### src/rtl/maint_pkg.sv
// Shared types and constants for the maintenance scheduler.
// Holds the FSM state encoding, the reserved message codes and a saturating increment.
package maint_pkg;

    typedef enum logic [2:0] {
        RUN     = 3'd0,
        WARN    = 3'd1,
        REQ     = 3'd2,
        SERVICE = 3'd3,
        LOCK    = 3'd4
    } maint_state_t;

    localparam logic [7:0] MSG_LOCK  = 8'hFF;
    localparam logic [7:0] TALLY_MAX = 8'hFE;

    function automatic logic [7:0] sat_inc(input logic [7:0] val, input logic [7:0] max);
        return (val >= max) ? max : val + 8'd1;
    endfunction

endpackage

### src/rtl/maint_timeout_ctr.sv
// Clear/enable cycle counter whose flag goes high when the count reaches TIMEOUT-1.
// Used to bound how long a maintenance request may wait for a grant.
module maint_timeout_ctr #(
    parameter int TIMEOUT = 16
) (
    input  logic clk,
    input  logic rst,
    input  logic clear,
    input  logic enable,
    output logic tc
);

    localparam int W = (TIMEOUT > 2) ? $clog2(TIMEOUT) : 1;
    localparam logic [W-1:0] LAST = W'(TIMEOUT - 1);

    logic [W-1:0] count_r;

    // Count while enabled, holding at the terminal value instead of wrapping.
    always_ff @(posedge clk) begin
        if (rst) begin
            count_r <= '0;
        end else if (clear) begin
            count_r <= '0;
        end else if (enable && (count_r != LAST)) begin
            count_r <= count_r + {{(W-1){1'b0}}, 1'b1};
        end else begin
            count_r <= count_r;
        end
    end

    assign tc = (count_r == LAST);

endmodule

### src/rtl/maint_scheduler.sv
// Maintenance scheduler: counts operating cycles, requests service at the usage
// threshold or on manual request, runs the req/gnt/done handshake and keeps the tally.
module maint_scheduler
    import maint_pkg::*;
#(
    parameter logic [7:0] THRESH      = 8'd10,
    parameter logic [7:0] WARN_MARGIN = 8'd2,
    parameter int         TIMEOUT     = 16
) (
    input  logic       clk,
    input  logic       rst,
    input  logic       op_done,
    input  logic       M,
    input  logic       fault,
    input  logic       maint_gnt,
    input  logic       maint_done,
    output logic       maint_req,
    output logic       maint_busy,
    output logic       warn,
    output logic       lockout,
    output logic [7:0] msj
);

    maint_state_t state_r, state_nx_s;
    logic [7:0]   use_cnt_r, use_cnt_nx_s;
    logic [7:0]   tally_r, tally_nx_s;
    logic         timeout_s;

    maint_timeout_ctr #(.TIMEOUT(TIMEOUT)) u_req_timer (
        .clk    (clk),
        .rst    (rst),
        .clear  (state_r != REQ),
        .enable (state_r == REQ),
        .tc     (timeout_s)
    );

    // Next-state, usage and tally logic; fault always wins, LOCK only leaves via rst.
    always_comb begin
        state_nx_s   = state_r;
        use_cnt_nx_s = use_cnt_r;
        tally_nx_s   = tally_r;
        case (state_r)
            RUN, WARN: begin
                if (op_done && (use_cnt_r < THRESH)) begin
                    use_cnt_nx_s = use_cnt_r + 8'd1;
                end else begin
                    use_cnt_nx_s = use_cnt_r;
                end
                if (fault) begin
                    state_nx_s = LOCK;
                end else if (M || (use_cnt_nx_s == THRESH)) begin
                    state_nx_s = REQ;
                end else if (use_cnt_nx_s >= (THRESH - WARN_MARGIN)) begin
                    state_nx_s = WARN;
                end else begin
                    state_nx_s = RUN;
                end
            end
            REQ: begin
                if (fault) begin
                    state_nx_s = LOCK;
                end else if (maint_gnt) begin
                    state_nx_s = SERVICE;
                end else if (timeout_s) begin
                    state_nx_s = LOCK;
                end else begin
                    state_nx_s = REQ;
                end
            end
            SERVICE: begin
                if (fault) begin
                    state_nx_s = LOCK;
                end else if (maint_done) begin
                    state_nx_s   = RUN;
                    use_cnt_nx_s = 8'd0;
                    tally_nx_s   = sat_inc(tally_r, TALLY_MAX);
                end else begin
                    state_nx_s = SERVICE;
                end
            end
            LOCK: begin
                state_nx_s = LOCK;
            end
            default: begin
                state_nx_s = LOCK;
            end
        endcase
    end

    // State and Moore outputs, all derived from the next state so they appear with it.
    always_ff @(posedge clk) begin
        if (rst) begin
            state_r    <= RUN;
            use_cnt_r  <= 8'd0;
            tally_r    <= 8'd0;
            maint_req  <= 1'b0;
            maint_busy <= 1'b0;
            warn       <= 1'b0;
            lockout    <= 1'b0;
            msj        <= 8'h00;
        end else begin
            state_r    <= state_nx_s;
            use_cnt_r  <= use_cnt_nx_s;
            tally_r    <= tally_nx_s;
            maint_req  <= (state_nx_s == REQ);
            maint_busy <= (state_nx_s == SERVICE);
            warn       <= (state_nx_s == WARN);
            lockout    <= (state_nx_s == LOCK);
            msj        <= (state_nx_s == LOCK) ? MSG_LOCK : tally_nx_s;
        end
    end

endmodule

### config.mk
export PLATFORM = sky130hd
export DESIGN_NAME = maint_scheduler
export DESIGN_NICKNAME = d
export VERILOG_FILES = /design/src/rtl/maint_pkg.sv /design/src/rtl/maint_timeout_ctr.sv /design/src/rtl/maint_scheduler.sv
export SDC_FILE = /design/constraint.sdc
export NUM_CORES = 1
export LEC_CHECK = 0
export BUFFER_PORTS_ARGS = -buffer_cell sky130_fd_sc_hd__buf_2
export CORE_MARGIN = 5
export CORE_UTILIZATION = 50
export DETAILED_ROUTE_END_ITERATION = 10
export PLACE_DENSITY = 0.8
export RECOVER_POWER = 100
export SLEW_MARGIN = 20
export SYNTH_ARGS = -nofsm -noshare
export SYNTH_HDL_FRONTEND = slang
export SYNTH_HIERARCHICAL = 1
export SYNTH_SLANG_ARGS = --single-unit
### constraint.sdc
create_clock -name clk -period 1.6 [get_ports clk]
set_input_delay 0.32 -clock clk [delete_from_list [all_inputs] [get_ports clk]]
set_output_delay 0.32 -clock clk [all_outputs]
set_load 0.02 [all_outputs]
==> results.py <==
metrics = {
    "timing": {
        "fin_skew_ns": 0.00407,
        "drv_slew": 0,
        "max_freq_mhz": 598,
        "setup_viol": 1,
        "whs_ns": 0.284,
        "setup_tns_ns": -0.0724,
        "setup_ws_ns": -0.0724,
        "final.period_utilization": 1.05,
        "period_minus_slack_ns": 1.67,
        "final_hold_viol_count": 0,
        "worst_pin_slew_ns": 0.354,
        "grt_setup_unrepaired": "yes",
        "maxSlewHeadroom": 0.763,
    },
    "logic_synthesis": {
        "netlist_instances": 171,
        "ys_seq_area_frac": 0.454,
        "synth_top_cell_area_share": 0.454,
        "ys_warn_count": 6,
        "netlist.top_cell.by_area": "dfxtp_1",
        "synth_edf_count": 0,
        "ys.flop_type": "dfxtp_1",
        "synth_fp_nets": 182,
        "synth_area_leaders": "dfxtp_1, nor2_1, nand3_1",
        "syn_area_per_cell_um2": 9.02,
        "synth_area_mm2": 0.00154,
        "yosysUniqueCellTypes": 50,
        "async_flop_share": 0,
        "synth-seq-cells": 35,
    },
    "power": {
        "p_total_uw": 1530,
        "power_density_mw_per_mm2": 777,
        "ir_drop_uv": 608,
        "cellLeakagePower_uw": 0.000802,
    },
    "route": {
        "drt_drc_violations_left": 0,
        "route.vias.total": 1446,
        "ant_nets": 0,
        "wl_um": 3570,
        "first_iter_violations": 103,
        "vias_per_cell": 5.81,
        "first_pass_iters": 4,
        "wl_per_cell_um": 14.3,
    },
    "layout": {
        "diodes": 0,
        "layout_commonest_cell": "dfxtp_1",
        "area_delta_synth_final_pct": 27.4,
        "fin_nets": 227,
        "n_fill_cell": 251,
        "finalInstanceArea_mm2": 0.00197,
        "final_cell_mix": "dfxtp_1, buf_4, nor2_1",
        "multi_input_area_um2": 856,
        "layout.cells.non_filler": 249,
        "drive_above_1_share": 0.310,
        "seq_area_um2": 712,
    },
    "worst_setup_path": {
        "end_kind": "flop",
        "critPathTopFamily": "simple AND/OR/NAND/NOR gates",
        "critPathSlowestCell": "or4_4",
        "arrival_ns": 1.93,
        "worstSetupPathType": "flop to flop",
        "path_max_fanout": 2,
        "critPathBufInv": 0,
        "cp-start-kind": "flop",
        "slowest_delay_ns": 0.54,
        "critical_path.cell_chain": "or4_4, or4_4, a32oi_2",
        "worst_path_most_repeated_cell": "or4_4",
        "cp.required_ns": 1.86,
    },
    "cts": {
        "clockBufferDepth": 2,
        "cts-root-buf": "clkbuf_4",
        "htreeDepth": 2,
        "clkSlewWorstSetupHoldPaths_ns": 0.10,
        "holdBufCountCts": 0,
        "insertion_delay_ns": 0.33,
        "tritoncts": "yes",
        "cts.sinks": 35,
        "numCtsBuffers": 5,
    },
    "global_routing": {
        "grt_max_degree": 25,
        "grtUsageTotal": 0.178,
        "grt_overflow": 0,
        "grt_pass1_wl_um": 5980,
        "first_global_vias": 1367,
        "antenna_found_initial": 0,
    },
    "placed_design": {
        "dpl_cell_area_mm2": 0.00183,
        "place_inst": 239,
        "portBuffers": 18,
        "gp_congestion": 0.889,
        "place_hpwl_um": 2630,
    },
    "die": {
        "initial_core_util": 0.514,
        "die_height_um": 65.5,
        "core_area_mm2": 0.00300,
        "dieArea_mm2": 0.00430,
        "die_x_um": 65.5,
        "std_cell_rows": 20,
        "io_pins": 19,
    },
    "status": {
        "status": "finished, violations left",
        "violations": "setup timing",
    },
    "run": {
        "cap_violations": 0,
    },
    "min_path": {
        "hold_path.class": "primary input to flop",
    },
}
-- sequential cells by signal, indices dropped and copies added, names as in the netlist --
name and cells:
lockout 1, tally_r 8, warn 1, maint_busy 1, maint_req 1, state_r 3
use_cnt_r 8, u_req_timer/count_r 4, msj 8
-- worst min-delay path: cells and delay by family --
kind	cells	cell delay, ns
AO/OA/AOI/OAI	2	0.15
buffers and inverters	1	0.10
-- routing by layer --
layer | vias up | track usage | wire length (µm)
li1 | 711 | - | -
met1 | 677 | 0.200 | 1520
met2 | 48 | 0.310 | 1800
met3 | 10 | 0.0547 | 168
met4 | 0 | 0.0725 | 72
met5 | - | 0 | 0
-- cells in the mapped netlist (all sizes together), types with 2 or more instances --
| library cell | instances |
|---|---|
| ha | 4 |
| nand2 | 13 |
| or2 | 4 |
| clkbuf | 2 |
| a21oi | 7 |
| nor4 | 3 |
| o211ai | 2 |
| buf | 3 |
| or3 | 2 |
| or4 | 2 |
| nand3 | 13 |
| o31ai | 2 |
| nor3b | 2 |
| nand4b | 2 |
| and2 | 4 |
| nand2b | 3 |
| nor3 | 6 |
| inv | 10 |
| nor2 | 18 |
| or3b | 2 |
| a41oi | 4 |
| dfxtp | 35 |
| xor2 | 2 |
| a31oi | 4 |
| nand4 | 2 |
| o21ai | 6 |
-- path summary, 6_finish.rpt --
| path | startpoint | endpoint | slack [ns] | cells after the start |
|---|---|---|---|---|
| worst max-delay path | use_cnt_r[4] | maint_req | -0.07 | 3 |
| worst min-delay path | M | warn | 0.28 | 3 |
| worst max register to register | use_cnt_r[4] | maint_req | -0.07 | 3 |
| worst min register to register | use_cnt_r[5] | use_cnt_r[5] | 0.48 | 1 |
-- layout make-up --
class,instances,area share
well taps,33,0.0210
repair buffers,43,0.134
flip-flops and latches,35,0.362
inverters,10,0.0191
multi-input cells,121,0.435
clock buffers,6,0.0261
clock inverters,1,0.00255
-- cells by family (layout without fill, tap and decap cells) --
kind of cell	count (synthesis)	in the layout	share of synthesized area
AOI/OAI and AO/OA	34	34	0.165
xor gates and xnor gates	3	3	0.0170
adders and majority gates	4	4	0.0324
buffers and inverters	15	60	0.0422
DFF	35	35	0.454
muxes	1	1	0.00649
and+or+nand+nor	79	79	0.283
-- repair_timing --
action                                 4_1_cts  5_1_grt
pin swaps                                    1        4
setup buffers                                1        2
setup endpoints to repair                    8       24
gates resized for setup                      4       14
endpoints found under the hold margin        0        0
-- where the power goes --
group,internal [µW],total [µW],leakage (µW),switching [µW]
clock network,203,480,0.0000341,277
registers,895,906,0.000289,10.8
logic,53.3,141,0.000479,87.7
total,1150,1530,0.000802,376
-- metrics by stage --
stage	setup WS (ns)	utilization
global placement	-0.0248	0.610
global route	-0.110	0.655
CTS	-0.0721	0.639
floorplan	-0.0577	-
detailed placement	-0.0929	0.610
finish	-0.0724	0.655
No activity file was read; power rests on OpenSTA's default activity.
